`src/rtl/fifo_1w1r_pkg.sv`:
```
// Shared defaults for the fifo_1w1r buffering stage and its storage macro.
package fifo_1w1r_pkg;

    localparam int unsigned DEF_ELEMENTS_W = 7;
    localparam int unsigned DEF_WIDTH      = 32;

endpackage

```
`src/rtl/fifo_1w1r_mem.sv`:
```
// 1-write/1-read storage macro: synchronous write, registered read address,
// readdata follows the registered address so it holds while read is low.
module mem_1w1r #(
    parameter int unsigned ELEMENTS_W = 7,
    parameter int unsigned WIDTH      = 32
) (
    input  logic                  clk,
    input  logic                  write,
    input  logic [ELEMENTS_W-1:0] writeaddress,
    input  logic [WIDTH-1:0]      writedata,
    input  logic                  read,
    input  logic [ELEMENTS_W-1:0] readaddress,
    output logic [WIDTH-1:0]      readdata
);

    localparam int unsigned DEPTH = 1 << ELEMENTS_W;

    logic [WIDTH-1:0]      mem [DEPTH];
    logic [ELEMENTS_W-1:0] raddr_q;

    always_ff @(posedge clk) begin
        if (write) begin
            mem[writeaddress] <= writedata;
        end
        if (read) begin
            raddr_q <= readaddress;
        end
    end

    assign readdata = mem[raddr_q];

endmodule

```
`src/rtl/fifo_1w1r.sv`:
```
// Show-ahead valid/ready FIFO around mem_1w1r; the presented head keeps its
// storage slot until popped, so full accounting includes out_valid.
module fifo_1w1r
    import fifo_1w1r_pkg::*;
#(
    parameter int unsigned ELEMENTS_W = DEF_ELEMENTS_W,
    parameter int unsigned WIDTH      = DEF_WIDTH
) (
    input  logic                  clk,
    input  logic                  rst_n,
    input  logic                  flush,
    input  logic                  in_valid,
    output logic                  in_ready,
    input  logic [WIDTH-1:0]      in_data,
    output logic                  out_valid,
    input  logic                  out_ready,
    output logic [WIDTH-1:0]      out_data,
    output logic [ELEMENTS_W:0]   count
);

    localparam int unsigned           DEPTH     = 1 << ELEMENTS_W;
    localparam logic [ELEMENTS_W:0]   DEPTH_CNT = (ELEMENTS_W + 1)'(DEPTH);

    logic [ELEMENTS_W-1:0] wptr;
    logic [ELEMENTS_W-1:0] rptr;
    logic [ELEMENTS_W:0]   mem_count;
    logic [ELEMENTS_W:0]   mem_count_nxt;
    logic                  full;
    logic                  push;
    logic                  load;
    logic                  pop;
    logic                  mem_write;
    logic                  mem_read;

    always_comb begin
        count         = mem_count + {{ELEMENTS_W{1'b0}}, out_valid};
        full          = (count == DEPTH_CNT);
        in_ready      = !full;
        push          = in_valid && in_ready;
        load          = (mem_count != '0) && (!out_valid || out_ready);
        pop           = out_valid && out_ready && !load;
        // Flush and reset must not disturb storage or the read address.
        mem_write     = push && !flush && rst_n;
        mem_read      = load && !flush && rst_n;
        mem_count_nxt = mem_count + {{ELEMENTS_W{1'b0}}, push}
                                  - {{ELEMENTS_W{1'b0}}, load};
    end

    always_ff @(posedge clk) begin
        if (!rst_n || flush) begin
            wptr      <= '0;
            rptr      <= '0;
            mem_count <= '0;
            out_valid <= 1'b0;
        end else begin
            if (push) begin
                wptr <= wptr + 1'b1;
            end
            if (load) begin
                rptr <= rptr + 1'b1;
            end
            mem_count <= mem_count_nxt;
            if (load) begin
                out_valid <= 1'b1;
            end else if (pop) begin
                out_valid <= 1'b0;
            end
        end
    end

    mem_1w1r #(
        .ELEMENTS_W (ELEMENTS_W),
        .WIDTH      (WIDTH)
    ) u_mem (
        .clk          (clk),
        .write        (mem_write),
        .writeaddress (wptr),
        .writedata    (in_data),
        .read         (mem_read),
        .readaddress  (rptr),
        .readdata     (out_data)
    );

`ifndef SYNTHESIS
    assert property (@(posedge clk) disable iff (!rst_n) !(push && full));
    assert property (@(posedge clk) disable iff (!rst_n) !(load && (mem_count == '0)));
    assert property (@(posedge clk) disable iff (!rst_n) count <= DEPTH_CNT);
`endif

endmodule

```
`config.mk`:
```
export PLATFORM = sky130hd
export DESIGN_NAME = fifo_1w1r
export DESIGN_NICKNAME = d
export VERILOG_FILES = /design/src/rtl/fifo_1w1r_pkg.sv /design/src/rtl/fifo_1w1r_mem.sv /design/src/rtl/fifo_1w1r.sv
export SDC_FILE = /design/constraint.sdc
export NUM_CORES = 2
export LEC_CHECK = 0
export CORE_MARGIN = 2
export CORE_UTILIZATION = 40
export CTS_CLUSTER_DIAMETER = 60
export DETAILED_ROUTE_END_ITERATION = 10
export GPL_TIMING_DRIVEN = 0
export MAX_ROUTING_LAYER = met4
export PLACE_DENSITY_LB_ADDON = 0.2
export SETUP_SLACK_MARGIN = 0.15
export SYNTH_ARGS = -nofsm -noshare
export SYNTH_HDL_FRONTEND = slang
export SYNTH_SLANG_ARGS = --single-unit
```
`constraint.sdc`:
```
create_clock -name clk -period 7 [get_ports clk]
set_input_delay 1.4 -clock clk [delete_from_list [all_inputs] [get_ports clk]]
set_output_delay 1.4 -clock clk [all_outputs]
set_load 0.05 [all_outputs]
```
==> flow_summary.toml <==
[sta]
finalHoldViolations = 0
clock.fmax_mhz = 145
fin_skew_ns = 0.0289
finalWorstSetupSlack_ns = 0.115
worst_pin_slew_ns = 1.53
drv_slew = 11
min_period_ns = 6.88
relSlewSlack = -0.0183
setup_viol = 0
rsz0062_at_grt = "yes"
period_share = 0.984

[global_routing]
first_global_vias = 79100
grtUsageTotal = 0.238
grt_overflow = 0
grt_max_degree = 89
antenna_found_initial = 44
grt_pass1_wl_um = 640000

[floorplan]
die_h_um = 633
die_area_mm2 = 0.400
core_area_mm2 = 0.393
die_x_um = 633
start_util = 0.402
pin_count = 79
num_rows = 230

[layout]
nFillCells = 32400
utilization = 0.469
syn_to_final_growth_pct = 16.7
final_nets = 8206
drive_above_1_share = 0.235

[synthesis]
synth-edff-count = 4103
muxShareOfSynthArea = 0.149
ys_top_cells_by_count = "edfxtp_1, mux2i_1, mux4_2, a22oi_1, nand2_1"
synth_flop_cell = "edfxtp_1"
synth_cells = 7487
synth_fa_ha_area_frac = 0.00171
synth_compound_area_frac = 0.0322
synth_area_mm2 = 0.158
seq_area_frac_synth = 0.783
avgSynthCellArea_um2 = 21.1
syn-num-nets = 7545
yosys-top-cells-area = "edfxtp_1, mux4_2, mux2i_1"
synth_area_leader_cell = "edfxtp_1"
synth_most_common_cell = "edfxtp_1"
synth_xor_area_frac = 0.000886
synth_cell_types = 51
synth-simple-area-share = 0.0197
ys_warn_count = 0
ys_ff_latch = 4133
async_flop_share = 0
synth_top_area_frac = 0.779
synth_top_family_by_area = "multiplexers"

[power_and_ir_drop]
ir_drop_mv = 0.208
p_clk_frac = 0.338
pwr-share-seq = 0.425
intPower_mw = 44.7
finalPower_mw = 64.3
pwr-share-comb = 0.237
p_leak_nw = 57.7
switchingPower_mw = 19.6
power.density_mw_per_mm2 = 349
p_sw_frac = 0.304

[clock_tree]
cts_made_buffers = 413
cts_root_buf = "clkbuf_16"
cts_buffer_depth = 4
clk_pin_slew_ns = 0.06
tritoncts = "done"
cts_sinks = 4133
htree_levels = 5
worstSkewPairLatency_ns = 0.97

[outcome]
violations = "capacitance limit, slew limit"
status = "finished, violations left"

[run]
cap_violations = 1

[routing]
drtPass1Iterations = 6
viasPerCell = 5.81
wl_per_cell_um = 34.1
wirelength_um = 468000
drc = 0
dr_total_vias = 79900
drt_iter0_markers = 10700
postRouteAntennaNets = 0

[critical_path]
cp.arrival_ns = 5.48
path_max_fanout = 10
start_kind = "register"
worstSetupEndpointType = "output pin"
cp_data_required_time_ns = 5.60
crit_type = "register to output pin"

[placement]
hpwl_um = 320000
gp_congestion = 0.874
pre_cts_slack_ns = -0.618
port_buffers = 78

[hold_path]
hp-class = "register to register"
-- kinds of logic (layout without fill, tap and decap cells) --
| group | after synthesis | count (layout) |
|---|---|---|
| buffers and inverters | 451 | 1463 |
| DFF | 4133 | 4133 |
| adders and majority gates | 21 | 21 |
| xor gates and xnor gates | 16 | 16 |
| other | 0 | 24 |
| AOI/OAI and AO/OA | 700 | 700 |
| muxes | 1512 | 1512 |
| and+or+nand+nor | 654 | 654 |
-- state kept, by name (all words and copies together), names as in the netlist, named ones only --
name           count
mem_count          8
out_valid          1
rptr               7
u_mem.mem       4096
u_mem.raddr_q      7
wptr               7
-- layout by cell type, fill, tap and decap left out, types with 78 or more instances in the layout --
| master | count |
|---|---|
| edfxtp_1 | 4103 |
| mux2i_1 | 801 |
| mux4_2 | 672 |
| clkbuf_16 | 426 |
| a22oi_1 | 367 |
| clkbuf_1 | 229 |
| nand2_1 | 197 |
| buf_2 | 147 |
| nand3_1 | 140 |
| nor2_4 | 129 |
| clkinv_1 | 103 |
| buf_16 | 89 |
| a21oi_1 | 85 |
| clkinv_2 | 78 |
-- repair_timing --
action | in CTS | in global routing
endpoints found under the setup margin | 32 | 12
pin swaps | 40 | 6
hold buffers | 0 | 0
buffers inserted | 0 | 0
endpoints found under the hold margin | 0 | 0
gates resized for setup | 269 | 24
-- per-stage QoR --
step	setup TNS [ns]	hold WS [ns]	instances	area (um^2)
2_1_floorplan	0	0.435	7487	158000
3_3_place_gp	-1793.32	0.454	12800	165000
3_5_place_dp	-11.57	0.460	13000	170000
4_1_cts	0	0.480	13700	184000
5_1_grt	0	0.505	13700	184000
6_report	0	0.481	13700	184000
-- critical path, cell delays in order (launching register included) --
cell,delay (ns)
dfxtp_1,0.30
buf_2,0.29
buf_6,0.29
buf_8,0.31
buf_4,0.32
mux4_2,0.53
a22oi_1,0.47
nand4_1,0.70
nand2_2,0.39
nand4_1,0.29
dlygate4sd2_1,0.55
-- power by group through the flow --
stage / registers [mW] / logic [mW] / clock network [mW]
floorplan: 27.8 / 8.39 / 0
global placement: 28.0 / 14.8 / 0
detailed placement: 27.8 / 15.0 / 0
CTS: 27.3 / 15.3 / 22.0
global route: 27.3 / 15.8 / 22.9
finish: 27.3 / 15.3 / 21.7
-- worst paths after layout --
check	start	end	slack [ns]	depth (start not counted)
max	register	out_data[11]	0.12	10
min	u_mem.raddr_q[4]	register	0.48	1
max reg2reg	mem_count[0]	u_mem.mem[112][14]	2.70	11
min reg2reg	u_mem.raddr_q[4]	register	0.48	1
-- layout make-up --
cell class,count,area [um^2],share of cell area
tap,5220,6530,0.0354
sequential,4133,124000,0.671
timing repair buffer,247,4770,0.0259
multi-input combinational,2903,33800,0.183
buffer,428,2230,0.0121
clock buffer,516,11000,0.0598
antenna,24,60.1,0.000326
inverter,22,82.6,0.000448
clock inverter,250,2090,0.0114
-- routing by layer --
layer / vias up / GRT usage / wire [um]
li1: 32800 / - / -
met1: 43100 / 0.322 / 192000
met2: 3392 / 0.368 / 222000
met3: 658 / 0.0392 / 37000
met4: 0 / 0.0803 / 17500
met5: - / - / 0
Note: power is estimated with default switching activity, not from simulation.
